$ cat src/rtl/seconds_bcd_pkg.sv
// Shared definitions for the seconds-to-BCD receiver.
//   state_e      : receiver FSM states (2-bit encoding, value 3 is unused)
//   ITERATIONS   : double-dabble shift count for a 16-bit value
//   ACC_DIGITS   : width of the internal BCD accumulator in digits
//   SAT_VALUE_4  : display value used when a 4-digit build saturates
package seconds_bcd_pkg;

  typedef enum logic [1:0] {
    IDLE    = 2'd0,
    CONVERT = 2'd1,
    SEND    = 2'd2
  } state_e;

  localparam int ITERATIONS = 16;
  localparam int ACC_DIGITS = 5;
  localparam logic [15:0] SAT_VALUE_4 = 16'h9999;

endpackage

$ cat src/rtl/seconds_bcd_rx_if.sv
// Bus bundle for the seconds-to-BCD receiver.
//   Upstream channel  : input_seconds, input_seconds_stb (to receiver), input_seconds_ack (from receiver)
//   Downstream channel: output_bcd, output_bcd_overflow, output_bcd_stb (from receiver), output_bcd_ack (to receiver)
//   dbg_state         : current receiver FSM state, observation only
//
// Handshake (both channels): a word moves on a rising clock edge where stb
// and ack are both 1. The sender raises stb with its data and keeps data
// stable until that edge; ack may be asserted independently of stb.
//
// Modports: slave = the receiver block, master = whatever feeds and drains it.
interface seconds_bcd_rx_if #(
  parameter int DIGITS = 5
) ();
  import seconds_bcd_pkg::*;

  logic [15:0]         input_seconds;
  logic                input_seconds_stb;
  logic                input_seconds_ack;
  logic [4*DIGITS-1:0] output_bcd;
  logic                output_bcd_overflow;
  logic                output_bcd_stb;
  logic                output_bcd_ack;
  state_e              dbg_state;

  modport slave (
    input  input_seconds,
    input  input_seconds_stb,
    output input_seconds_ack,
    output output_bcd,
    output output_bcd_overflow,
    output output_bcd_stb,
    input  output_bcd_ack,
    output dbg_state
  );

  modport master (
    output input_seconds,
    output input_seconds_stb,
    input  input_seconds_ack,
    input  output_bcd,
    input  output_bcd_overflow,
    input  output_bcd_stb,
    output output_bcd_ack,
    input  dbg_state
  );

endinterface

$ cat src/rtl/bcd_add3.sv
// Double-dabble digit correction: a BCD digit of 5 or more gets +3 so that
// the following left shift carries correctly into the next digit.
//   digit_i : BCD digit before correction (0..9)
//   digit_o : corrected digit
module bcd_add3 (
  input  logic [3:0] digit_i,
  output logic [3:0] digit_o
);

  assign digit_o = (digit_i >= 4'd5) ? digit_i + 4'd3 : digit_i;

endmodule

$ cat src/rtl/seconds_bcd_rx.sv
// Seconds-to-BCD receiver. Accepts a 16-bit unsigned value over the upstream
// stb/ack channel, converts it with a serial double-dabble (one shift per
// clock, 16 shifts) and offers the packed BCD result downstream.
//   clk  : system clock, rising edge
//   rst  : asynchronous active-low reset
//   bus  : seconds_bcd_rx_if.slave (both handshake channels plus dbg_state)
// Parameters:
//   DIGITS : output digits, 4 or 5; with 4, values above 9999 saturate to 9999
//   WIDTH  : input width, always 16
module seconds_bcd_rx
  import seconds_bcd_pkg::*;
#(
  parameter int DIGITS = 5,
  parameter int WIDTH  = 16
) (
  input  logic           clk,
  input  logic           rst,
  seconds_bcd_rx_if.slave bus
);

  localparam int BCD_W  = 4 * DIGITS;
  localparam int ACC_W  = 4 * ACC_DIGITS;
  localparam int TOP_LO = 4 * (ACC_DIGITS - 1);
  localparam int CNT_W  = $clog2(ITERATIONS);
  localparam logic [CNT_W-1:0] LAST_CNT = CNT_W'(ITERATIONS - 1);

  state_e             state_q, state_d;
  logic [CNT_W-1:0]   cnt_q, cnt_d;
  logic [WIDTH-1:0]   bin_q, bin_d;
  logic [ACC_W-1:0]   acc_q, acc_d;
  logic [ACC_W-1:0]   acc_adj;
  logic [BCD_W-1:0]   bcd_q, bcd_d;
  logic               ovf_q, ovf_d;
  logic               ack_q, ack_d;
  logic               stb_q, stb_d;

  logic in_xfer;
  logic out_xfer;

  assign in_xfer  = bus.input_seconds_stb & ack_q;
  assign out_xfer = stb_q & bus.output_bcd_ack;

  // One correction cell per accumulator digit.
  for (genvar g = 0; g < ACC_DIGITS; g++) begin : g_add3
    bcd_add3 u_add3 (
      .digit_i (acc_q[4*g +: 4]),
      .digit_o (acc_adj[4*g +: 4])
    );
  end

  // State register.
  always_ff @(posedge clk or negedge rst) begin
    if (!rst) begin
      state_q <= IDLE;
    end else begin
      state_q <= state_d;
    end
  end

  // Next-state logic. Encoding 2'b11 falls into default and returns to IDLE.
  always_comb begin
    state_d = state_q;
    case (state_q)
      IDLE:    if (in_xfer)             state_d = CONVERT;
      CONVERT: if (cnt_q == LAST_CNT)   state_d = SEND;
      SEND:    if (out_xfer)            state_d = IDLE;
      default:                          state_d = IDLE;
    endcase
  end

  // Datapath / output next values.
  always_comb begin
    cnt_d = cnt_q;
    bin_d = bin_q;
    acc_d = acc_q;
    bcd_d = bcd_q;
    ovf_d = ovf_q;
    ack_d = ack_q;
    stb_d = stb_q;
    case (state_q)
      IDLE: begin
        ack_d = 1'b1;
        if (in_xfer) begin
          bin_d = bus.input_seconds;
          acc_d = '0;
          cnt_d = '0;
          ack_d = 1'b0;
        end
      end
      CONVERT: begin
        ack_d = 1'b0;
        {acc_d, bin_d} = {acc_adj, bin_q} << 1;
        cnt_d = cnt_q + CNT_W'(1);
        // Result is loaded on the final shift; stb follows one clock later
        // so output_bcd is already settled when the strobe rises.
        if (cnt_q == LAST_CNT) begin
          if ((DIGITS == 4) && (acc_d[ACC_W-1:TOP_LO] != 4'd0)) begin
            bcd_d = BCD_W'(SAT_VALUE_4);
            ovf_d = 1'b1;
          end else begin
            bcd_d = acc_d[BCD_W-1:0];
            ovf_d = 1'b0;
          end
        end
      end
      SEND: begin
        ack_d = 1'b0;
        if (!stb_q) begin
          stb_d = 1'b1;
        end else if (bus.output_bcd_ack) begin
          stb_d = 1'b0;
          ack_d = 1'b1;
        end
      end
      default: begin
        ack_d = 1'b0;
        stb_d = 1'b0;
      end
    endcase
  end

  always_ff @(posedge clk or negedge rst) begin
    if (!rst) begin
      cnt_q <= '0;
      bin_q <= '0;
      acc_q <= '0;
      bcd_q <= '0;
      ovf_q <= 1'b0;
      ack_q <= 1'b0;
      stb_q <= 1'b0;
    end else begin
      cnt_q <= cnt_d;
      bin_q <= bin_d;
      acc_q <= acc_d;
      bcd_q <= bcd_d;
      ovf_q <= ovf_d;
      ack_q <= ack_d;
      stb_q <= stb_d;
    end
  end

  assign bus.input_seconds_ack   = ack_q;
  assign bus.output_bcd          = bcd_q;
  assign bus.output_bcd_overflow = ovf_q;
  assign bus.output_bcd_stb      = stb_q;
  assign bus.dbg_state           = state_q;

endmodule

$ cat src/flat_wrapper.sv
// flat-port wrapper written by rule: the top's interface ports become plain ports
module seconds_bcd_rx_flat import seconds_bcd_pkg::*;
#(
  parameter int DIGITS = 5,
  parameter int WIDTH  = 16
)
  (clk, rst, bus_input_seconds, bus_input_seconds_stb, bus_input_seconds_ack, bus_output_bcd, bus_output_bcd_overflow, bus_output_bcd_stb, bus_output_bcd_ack, bus_dbg_state);
  seconds_bcd_rx_if #(.DIGITS(DIGITS)) bus_i ();
  input  logic clk;
  input  logic rst;
  input wire logic [$bits(bus_i.input_seconds)-1:0] bus_input_seconds;
  input wire logic [$bits(bus_i.input_seconds_stb)-1:0] bus_input_seconds_stb;
  output wire logic [$bits(bus_i.input_seconds_ack)-1:0] bus_input_seconds_ack;
  output wire logic [$bits(bus_i.output_bcd)-1:0] bus_output_bcd;
  output wire logic [$bits(bus_i.output_bcd_overflow)-1:0] bus_output_bcd_overflow;
  output wire logic [$bits(bus_i.output_bcd_stb)-1:0] bus_output_bcd_stb;
  input wire logic [$bits(bus_i.output_bcd_ack)-1:0] bus_output_bcd_ack;
  output wire logic [$bits(bus_i.dbg_state)-1:0] bus_dbg_state;
  assign bus_i.input_seconds = bus_input_seconds;
  assign bus_i.input_seconds_stb = bus_input_seconds_stb;
  assign bus_input_seconds_ack = bus_i.input_seconds_ack;
  assign bus_output_bcd = bus_i.output_bcd;
  assign bus_output_bcd_overflow = bus_i.output_bcd_overflow;
  assign bus_output_bcd_stb = bus_i.output_bcd_stb;
  assign bus_i.output_bcd_ack = bus_output_bcd_ack;
  assign bus_dbg_state = bus_i.dbg_state;
  seconds_bcd_rx #(.DIGITS(DIGITS), .WIDTH(WIDTH)) u_core (.clk(clk), .rst(rst), .bus(bus_i));
endmodule
$ cat config.mk
export PLATFORM = sky130hd
export DESIGN_NAME = seconds_bcd_rx_flat
export DESIGN_NICKNAME = d
export VERILOG_FILES = /design/src/rtl/seconds_bcd_pkg.sv /design/src/rtl/seconds_bcd_rx_if.sv /design/src/rtl/bcd_add3.sv /design/src/rtl/seconds_bcd_rx.sv /design/src/flat_wrapper.sv
export SDC_FILE = /design/constraint.sdc
export NUM_CORES = 1
export LEC_CHECK = 0
export BUFFER_PORTS_ARGS = -buffer_cell sky130_fd_sc_hd__buf_2
export CAP_MARGIN = 20
export CORE_UTILIZATION = 45
export DETAILED_ROUTE_END_ITERATION = 10
export PLACE_DENSITY = 0.66
export SLEW_MARGIN = 20
export SYNTH_ARGS = -nofsm -noshare
export SYNTH_HDL_FRONTEND = slang
export SYNTH_SLANG_ARGS = --single-unit
$ cat constraint.sdc
create_clock -name clk -period 1.9 [get_ports clk]
set_clock_uncertainty 0.2 [all_clocks]
set_input_delay 0.19 -clock clk [delete_from_list [all_inputs] [get_ports clk]]
set_output_delay 0.19 -clock clk [all_outputs]
set_load 0.02 [all_outputs]
==> results of run 1 <==
==> worst max-delay path, stage by stage, from the launching register on <==
cell and delay (ns):
dfrtp_1 0.39, inv_1 0.12, ha_2 0.23, nand2b_1 0.08
a21oi_1 0.25, mux2i_1 0.14, mux2_2 0.28
==> power groups by stage <==
stage                     logic, mW  clock network (mW)  registers [mW]
after floorplan                1.90                   0            2.55
after global placement         2.88                   0            2.38
after detailed placement       2.97                   0            2.40
after CTS                      3.02                1.03            2.38
after global routing           3.44                1.09            2.48
final                          3.07                1.00            2.39
==> synth_stat cells <==
library cell	count
dfrtp_1	64
nand2_1	33
inv_1	20
o21ai_0	20
a21oi_1	18
ha_1	11
nor2_1	11
a222oi_1	9
nor3b_1	9
a22o_1	8
a31oi_1	8
buf_2	7
mux2_2	7
o22ai_1	7
nand2b_1	6
xnor2_1	6
a32o_1	5
clkbuf_1	5
o31ai_1	5
mux2i_1	4
buf_6	2
nand3_1	2
nor3_1	2
a21o_1	1
and2_1	1
buf_4	1
conb_1	1
nor2b_1	1
o21a_1	1
or2_1	1
or2_2	1
==> through the flow <==
step	instances	power [mW]	setup WS, ns	hold slack, ns	cell area (um^2)
3_3_place_gp	393	5.264	0.1004	0.03129	3298
3_5_place_dp	393	5.375	0.002131	0.03160	3298
5_1_grt	428	7.009	0.003535	0.05071	3684
6_report	428	6.462	0.1007	0.03834	3684
4_1_cts	427	6.442	0.01466	0.02585	3647
2_1_floorplan	277	4.444	0.06637	-0.3056	2935
==> what timing repair did <==
action                                  4_1_cts  5_1_grt
setup buffers                                 0        1
hold buffers                                 18        0
resized for setup                             1        8
pin swaps                                     0        1
hold endpoints to repair                     83        0
endpoints found under the setup margin        2       20
==> metal layers <==
metal | global-route usage | up-vias
met4 | 0.09483 | 0
met1 | 0.2504 | 1109
li1 | - | 1130
met2 | 0.3508 | 58
met5 | 0 | -
met3 | 0.04945 | 13
==> logic make-up (layout without fill, tap and decap cells) <==
family,after synthesis,in the layout,synth area share
adder cells (fa/ha/maj),11,11,0.04689
buffers and inverters,35,109,0.05413
AND/OR/NAND/NOR,67,67,0.1074
flip-flops,64,64,0.5456
XOR/XNOR,6,6,0.01790
multiplexers,11,11,0.04050
other,1,1,0.001278
AO/OA/AOI/OAI,82,82,0.1863
==> worst min-delay path by stage <==
stage	slack (ns)	start	cells past startpoint	end
after floorplan	-0.31	rst	0	u_core.acc_q[0]
after global routing	0.05	bus_input_seconds_stb	4	u_core.bus.input_seconds_ack
after detailed placement	0.03	rst	2	u_core.bus.output_bcd[11]
after global placement	0.03	rst	2	u_core.bus.output_bcd[11]
after CTS	0.03	bus_input_seconds_stb	4	u_core.bus.input_seconds_ack
final	0.04	bus_input_seconds_stb	4	u_core.bus.input_seconds_ack
==> sequential cells by signal (all words and copies together) (netlist names) <==
name / count
u_core.acc_q: 20
u_core.bus.output_bcd: 20
u_core.bin_q: 16
u_core.cnt_q: 4
u_core.bus.dbg_state: 2
u_core.bus.input_seconds_ack: 1
u_core.bus.output_bcd_stb: 1
==> cell type report <==
class,instances,area (um^2)
clock buffers,12,145.1
well taps,77,96.34
clock inverters,4,20.02
multi-input cells,178,1210
repair buffers,73,535.5
fillers,553,2630
flip-flops and latches,64,1602
inverters,20,75.07
==> flow_metrics.py, run 1 <==
metrics = {
    "synth": {
        "yosys_warnings": 0,
        "synth_cell_types": 31,
        "synth-seq-cells": 64,
        "synth_fp_nets": 308,
        "avgSynthCellArea_um2": 10.60,
        "synth_top_area_frac": 0.5456,
        "syn_area_um2": 2935,
        "synth_area_leaders": "dfrtp_1 55%, ha_1 4.7%, nand2_1 4.2%, o21ai_0 3.4%, a21oi_1 3.1%",
        "synth.largest_area_cell": "dfrtp_1",
        "seq_area_frac_synth": 0.5456,
        "synthCells": 277,
    },
    "routing": {
        "ant_nets": 0,
        "wl_met1_um": 2843,
        "top_layer": "met4",
        "drt-wirelength-per-cell_um": 14.58,
        "first_iter_violations": 154,
        "vias": 2310,
        "route.detailed.drc": 0,
        "routed_wl_um": 6240,
        "vias_per_cell": 5.397,
        "drt_pass1_iterations": 5,
        "wl_met2_um": 2973,
        "wl_met3_um": 292,
    },
    "clocking": {
        "clockBufferDepth": 2,
        "clock_latency_ns": 0.34,
        "cts_buffers": 9,
        "clock-sinks": 64,
        "cts_tree": "done",
        "clk_pin_slew_ns": 0.07,
        "ctsRootBufferMaster": "clkbuf_8",
        "ctsHtreeMaxLevel": 3,
    },
    "setup_path": {
        "crit_end": "u_core.bus.output_bcd[10]",
        "crit-reg2reg-launch": "u_core.acc_q[8]",
        "crit_path_start_kind": "flip-flop",
        "required_ns": 1.93,
        "endpoint_kind": "flip-flop",
        "reg2reg_depth": 6,
        "crit_start": "u_core.acc_q[8]",
        "r2r-end": "u_core.bus.output_bcd[10]",
        "critPathKind": "flip-flop to flip-flop",
        "reg2reg_slack_ns": 0.10,
        "crit_fanout": 5,
        "critPathArrivalTime_ns": 1.82,
    },
    "floorplanning": {
        "initial_core_util": 0.4649,
        "dieArea_um2": 6850,
        "die_width_um": 82.77,
        "die_h_um": 82.77,
        "coreArea_um2": 6314,
        "row_count": 29,
        "ios": 45,
    },
    "sta": {
        "tns_ns": 0,
        "final-max-slew-violation-count": 0,
        "max_freq_ghz": 0.5558,
        "rsz0062_at_grt": "false",
        "hold_viol_final": 0,
        "period_needed_ns": 1.799,
        "setup_violations": 0,
        "finalCritPeriodShare": 0.9470,
    },
    "grt": {
        "grt_pass1_vias": 2313,
        "grt_pass1_wl_um": 10390,
        "globalRouteTotalUtil": 0.2078,
        "antenna_found_initial": 0,
        "grt_max_degree": 65,
        "grt.overflow.total": 0,
    },
    "power_and_ir_drop": {
        "power_per_cell_area_nw_per_um2": 1754,
        "combinationalPowerShare": 0.474,
        "switchingPower_mw": 2.624,
        "sw_frac_of_total": 0.4061,
        "internal_power_mw": 3.838,
        "power.static_leakage_nw": 1.795,
        "ir_worst_vdd_v": 0.001058,
        "clkPwrFrac": 0.155,
        "seqPwrFrac": 0.370,
    },
    "place": {
        "hpwl_um": 3861,
        "gp_congestion": 0.7666,
        "port_buffers": 43,
    },
    "layout": {
        "fin_nets": 377,
        "antenna_cells": 0,
        "syn2layout_area_growth_pct": 25.49,
        "drive_above_1_share": 0.2422,
        "layout_common_cells": "64 x dfrtp_1, 43 x buf_2, 33 x nand2_1",
        "mostFrequentLayoutCell": "dfrtp_1",
        "fin_util": 0.5834,
    },
    "min_path": {
        "hold_class": "input pin to flip-flop",
    },
    "flow_run": {
        "max-cap-violations": 0,
    },
    "status": {
        "status": "finished clean",
    },
}
Note: power is estimated with default switching activity, not from simulation.
==> run 2: changes to the inputs <==
Settings changed: CORE_UTILIZATION 45 to 48, PLACE_DENSITY 0.66 to 0.69.
==> run 2 against run 1 <==
Against the previous run:
- non-clock buffer count increased by 3
- register-to-register slack about the same
- maximum frequency decreased by 0.67%
- sequential share of layout area decreased by 0.74 points
- largest cell class unchanged
==> flow_metrics.py, run 2 (same netlist as run 1, synthesis figures left out) <==
metrics = {
    "routing": {
        "wl_met1_um": 2848,
        "vias_per_cell": 5.305,
        "drt-wirelength-per-cell_um": 14.12,
        "wl_met3_um": 231,
        "drt_pass1_iterations": 5,
        "routed_wl_um": 6057,
        "first_iter_violations": 156,
        "vias": 2276,
        "wl_met2_um": 2922,
        "top_layer": "met4",
        "ant_nets": 0,
        "route.detailed.drc": 0,
    },
    "setup_path": {
        "cpMaxStageDelayCell": "dfrtp_1",
        "cp_cell_sequence": "ha_1, nand2b_1, a21oi_1, mux2i_1, mux2_2",
        "crit_path_start_kind": "flip-flop",
        "critPathKind": "flip-flop to flip-flop",
        "max_stage_delay_ns": 0.42,
        "r2r-end": "u_core.bus.output_bcd[2]",
        "endpoint_kind": "flip-flop",
        "crit-reg2reg-launch": "u_core.acc_q[0]",
        "critPathArrivalTime_ns": 1.83,
        "reg2reg_depth": 5,
        "required_ns": 1.92,
        "reg2reg_slack_ns": 0.09,
        "crit_fanout": 4,
    },
    "min_path": {
        "holdPathEnd": "u_core.bus.input_seconds_ack",
        "hold_class": "input pin to flip-flop",
        "min-delay-start": "bus_input_seconds_stb",
        "hold_path_depth": 4,
    },
    "place": {
        "hpwl_um": 4034,
        "dp.cells": 395,
        "port_buffers": 43,
        "gp_congestion": 0.7985,
        "dpl-instance-area_um2": 3326,
    },
    "layout": {
        "mostFrequentLayoutCell": "dfrtp_1",
        "fin_nets": 380,
        "drive_above_1_share": 0.2401,
        "layout_common_cells": "64 x dfrtp_1, 43 x buf_2, 33 x nand2_1",
        "n_fill_cell": 463,
        "stdcell_count": 429,
        "syn2layout_area_growth_pct": 27.66,
        "antenna_cells": 0,
        "design_area_um2": 3747,
    },
    "grt": {
        "antenna_found_initial": 0,
        "grt_pass1_wl_um": 10040,
        "grt_pass1_vias": 2203,
        "grt.overflow.total": 0,
        "grt_max_degree": 32,
        "globalRouteTotalUtil": 0.2106,
    },
    "flow_run": {
        "max-cap-violations": 0,
    },
    "sta": {
        "final-max-slew-violation-count": 0,
        "relSlewSlack": 0.6490,
        "setup_violations": 0,
        "hold_viol_final": 0,
        "period_needed_ns": 1.811,
        "max_freq_ghz": 0.5521,
        "hold_slack_ns": 0.03679,
        "worst_pin_slew_ns": 0.5264,
        "finalCritPeriodShare": 0.9534,
        "tns_ns": 0,
    },
    "status": {
        "status": "finished clean",
    },
    "power_and_ir_drop": {
        "ir_worst_vdd_v": 0.0009234,
        "sw_frac_of_total": 0.3867,
        "seqPwrFrac": 0.357,
        "power_per_cell_area_nw_per_um2": 1786,
        "combinationalPowerShare": 0.452,
        "clkPwrFrac": 0.191,
        "internal_power_mw": 4.105,
        "power.static_leakage_nw": 1.826,
        "switchingPower_mw": 2.588,
    },
    "clocking": {
        "clockBufferDepth": 2,
        "clock-sinks": 64,
        "cts_buffers": 9,
        "clk_pin_slew_ns": 0.07,
        "cts_tree": "done",
        "clock_latency_ns": 0.34,
        "ctsRootBufferMaster": "clkbuf_8",
        "ctsHtreeMaxLevel": 3,
    },
    "floorplanning": {
        "die_width_um": 80.20,
        "die_h_um": 80.20,
        "initial_core_util": 0.4958,
        "coreArea_um2": 5921,
        "dieArea_um2": 6432,
        "ios": 45,
        "row_count": 28,
    },
}
## run 2: final cells by class
| type | count | area (um^2) | area share |
|---|---|---|---|
| flip-flops and latches | 64 | 1602 | 0.4274 |
| multi-input cells | 178 | 1205 | 0.3215 |
| repair buffers | 76 | 558.0 | 0.1489 |
| clock buffers | 13 | 148.9 | 0.03973 |
| well taps | 75 | 93.84 | 0.02504 |
| inverters | 20 | 75.07 | 0.02003 |
| clock inverters | 3 | 65.06 | 0.01736 |
## run 2: repair_timing
action | in CTS | in global routing
resized for setup | 0 | 6
setup buffers | 0 | 0
endpoints found under the setup margin | 0 | 10
hold endpoints to repair | 44 | 0
hold buffers | 18 | 0
## run 2: per-layer routing
layer  global-route usage  vias to the layer above
met3              0.05568                        5
li1                     -                     1133
met2               0.3393                       43
met4              0.08571                        0
met1               0.2688                     1095
met5                    0                        -
## run 2: power groups by stage
stage	registers [mW]	logic (mW)	clock network, mW
finish	2.39	3.03	1.28
global route	2.47	3.41	1.37
CTS	2.37	3.00	1.30
detailed placement	2.39	2.96	0
global placement	2.37	2.89	0
floorplan	2.55	1.90	0
## run 2: how the worst max path moves through the flow
stage / startpoint / to / slack (ns) / cells past startpoint
floorplan: u_core.bus.dbg_state[1] / u_core.bus.output_bcd[11] / 0.07 / 7
global placement: u_core.acc_q[12] / u_core.bus.output_bcd[14] / 0.12 / 6
detailed placement: u_core.acc_q[12] / u_core.bus.output_bcd[14] / 0.03 / 6
CTS: u_core.acc_q[12] / u_core.bus.output_bcd[14] / 0.02 / 6
global route: u_core.acc_q[12] / u_core.bus.output_bcd[14] / -0.004 / 6
finish: u_core.acc_q[0] / u_core.bus.output_bcd[2] / 0.09 / 5
## run 2: stage by stage
step	setup slack (ns)	utilization	total power, mW
2_1_floorplan	0.06637	-	4.444
3_3_place_gp	0.1159	0.5617	5.259
3_5_place_dp	0.03333	0.5617	5.349
4_1_cts	0.01873	0.6283	6.670
5_1_grt	-0.003898	0.6329	7.248
6_report	0.08860	0.6329	6.692
## run 2: worst max-delay path: cells and delay by family (launching register included)
family / cells / cell delay (ns)
simple gates: 1 / 0.14
fa+ha+maj: 1 / 0.20
flops: 1 / 0.42
compound gates: 1 / 0.29
mux: 2 / 0.44
==> run 3: changes to the inputs <==
Settings changed: ABC_CLOCK_PERIOD_IN_PS set to 1800.
Clock period 1.9 ns to 1.8 ns, I/O delays scaled along.
==> run 3 against run 2 <==
Against the previous run:
- clock-buffer cell count unchanged
- via count increased by 2.4%
- final cell count increased by 1.4%
- first-iteration DRC count increased by 5.8%
- non-clock buffer count increased by 6
- sequential power increased by 5%
- setup slack got worse by 0.012 ns
- combinational power increased by 7.9%
- hold slack got worse by 0.011 ns
- die area unchanged
- clock power decreased by 3%
==> flow_metrics.py, run 3 (same netlist as run 1, synthesis figures left out) <==
metrics = {
    "status": {
        "status": "finished clean",
    },
    "routing": {
        "routed_wl_um": 6184,
        "vias": 2330,
        "drt-wirelength-per-cell_um": 14.22,
        "drt_pass1_iterations": 5,
        "ant_nets": 0,
        "first_iter_violations": 165,
        "vias_per_cell": 5.356,
        "route.detailed.drc": 0,
    },
    "place": {
        "dpl-instance-area_um2": 3339,
        "hpwl_um": 3880,
        "port_buffers": 43,
        "place_ws_ns": 0.01240,
        "gp_congestion": 0.7654,
        "dp.cells": 400,
    },
    "sta": {
        "finalCritPeriodShare": 0.9575,
        "hold_viol_final": 0,
        "max_freq_ghz": 0.5802,
        "fin_ws_ns": 0.07657,
        "setup_violations": 0,
        "period_needed_ns": 1.723,
        "final-max-slew-violation-count": 0,
    },
    "floorplanning": {
        "coreArea_um2": 5921,
        "ios": 45,
        "dieArea_um2": 6432,
        "die_h_um": 80.20,
        "row_count": 28,
        "die_width_um": 80.20,
        "initial_core_util": 0.4958,
    },
    "power_and_ir_drop": {
        "sw_frac_of_total": 0.3934,
        "internal_power_mw": 4.262,
        "clkPwrFrac": 0.176,
        "seqPwrFrac": 0.358,
        "ir_worst_vdd_v": 0.0009850,
        "combinationalPowerShare": 0.466,
        "power.static_leakage_nw": 1.839,
        "power_mw": 7.026,
        "power_per_cell_area_nw_per_um2": 1871,
        "switchingPower_mw": 2.764,
    },
    "clocking": {
        "clock-sinks": 64,
        "clk_pin_slew_ns": 0.07,
        "ctsHtreeMaxLevel": 3,
        "clockBufferDepth": 2,
        "cts_tree": "done",
        "ctsRootBufferMaster": "clkbuf_8",
        "cts_buffers": 9,
        "clock_latency_ns": 0.34,
    },
    "layout": {
        "stdcell_count": 435,
        "drive_above_1_share": 0.2667,
        "n_fill_cell": 496,
        "mostFrequentLayoutCell": "dfrtp_1",
        "fin_nets": 386,
        "fin_util": 0.6342,
        "layout_common_cells": "63 x dfrtp_1, 43 x buf_2, 33 x nand2_1",
        "syn2layout_area_growth_pct": 27.92,
        "antenna_cells": 0,
        "design_area_um2": 3755,
    },
    "grt": {
        "grt_pass1_vias": 2222,
        "grt.overflow.total": 0,
        "globalRouteTotalUtil": 0.2160,
        "antenna_found_initial": 0,
        "grt_pass1_wl_um": 10330,
        "grt_max_degree": 65,
    },
    "setup_path": {
        "max_stage_delay_ns": 0.40,
        "critPathArrivalTime_ns": 1.78,
        "crit_path_start_kind": "flip-flop",
        "crit_start": "u_core.acc_q[12]",
        "cpMaxStageDelayCell": "dfrtp_1",
        "required_ns": 1.85,
        "critPathKind": "flip-flop to flip-flop",
        "reg2reg_slack_ns": 0.08,
        "cp_cell_sequence": "ha_1, nand2b_1, a21oi_2, mux2_2, o21ai_0",
        "crit-reg2reg-launch": "u_core.acc_q[12]",
        "endpoint_kind": "flip-flop",
        "crit_fanout": 3,
    },
    "min_path": {
        "min-delay-start": "bus_input_seconds_stb",
        "hold_class": "input pin to flip-flop",
    },
    "flow_run": {
        "max-cap-violations": 0,
    },
}
-- run 3: worst max-delay path, delay by kind of cell, from the launching register on --
| family | cells | cell delay (ns) |
|---|---|---|
| AOI/OAI and AO/OA | 2 | 0.32 |
| muxes | 1 | 0.36 |
| DFF | 1 | 0.40 |
| and+or+nand+nor | 1 | 0.16 |
| adders and majority gates | 1 | 0.20 |
-- run 3: final cells by class --
| cell class | instances | area [um^2] | share of cell area |
|---|---|---|---|
| Multi-Input combinational cell | 178 | 1206 | 0.3212 |
| Tap cell | 75 | 93.84 | 0.02499 |
| Clock buffer | 13 | 158.9 | 0.04232 |
| Clock inverter | 3 | 40.04 | 0.01066 |
| Inverter | 20 | 75.07 | 0.01999 |
| Timing Repair Buffer | 82 | 578.1 | 0.1539 |
| Sequential cell | 64 | 1603 | 0.4269 |
-- run 3: through the flow --
stage	TNS [ns]	hold slack [ns]
floorplan	0	-0.3156
global placement	0	0.02268
detailed placement	0	0.01647
CTS	0	0.01254
global route	-0.007201	0.06824
finish	0	0.02605
-- run 3: layer usage --
layer / track usage / wire length (um) / up-vias
met5: 0 / 0 / -
met2: 0.3496 / 3010 / 55
met3: 0.07614 / 284 / 9
met4: 0.06429 / 76 / 0
met1: 0.2723 / 2813 / 1124
li1: - / - / 1142
-- run 3: power groups by stage --
| stage | Clock [mW] | Sequential, mW | Combinational, mW |
|---|---|---|---|
| floorplan | 0 | 2.69 | 2.01 |
| global placement | 0 | 2.50 | 3.10 |
| detailed placement | 0 | 2.52 | 3.19 |
| CTS | 1.28 | 2.49 | 3.23 |
| global route | 1.34 | 2.60 | 3.67 |
| finish | 1.24 | 2.52 | 3.27 |
-- run 3: path summary, 6_finish.rpt --
kind	end	cells after the start
max	u_core.acc_q[14]	5
min	u_core.bus.input_seconds_ack	4
max reg2reg	u_core.acc_q[14]	5
min reg2reg	u_core.bus.output_bcd[14]	2
max in group asynchronous	u_core.bus.output_bcd[3]	3
min in group asynchronous	u_core.bus.output_bcd[9]	3
-- run 3: repair_timing --
item,in CTS,in global routing
setup endpoints to repair,0,25
hold buffers,18,0
gates resized for setup,0,9
hold endpoints to repair,83,0
buffers inserted,0,1
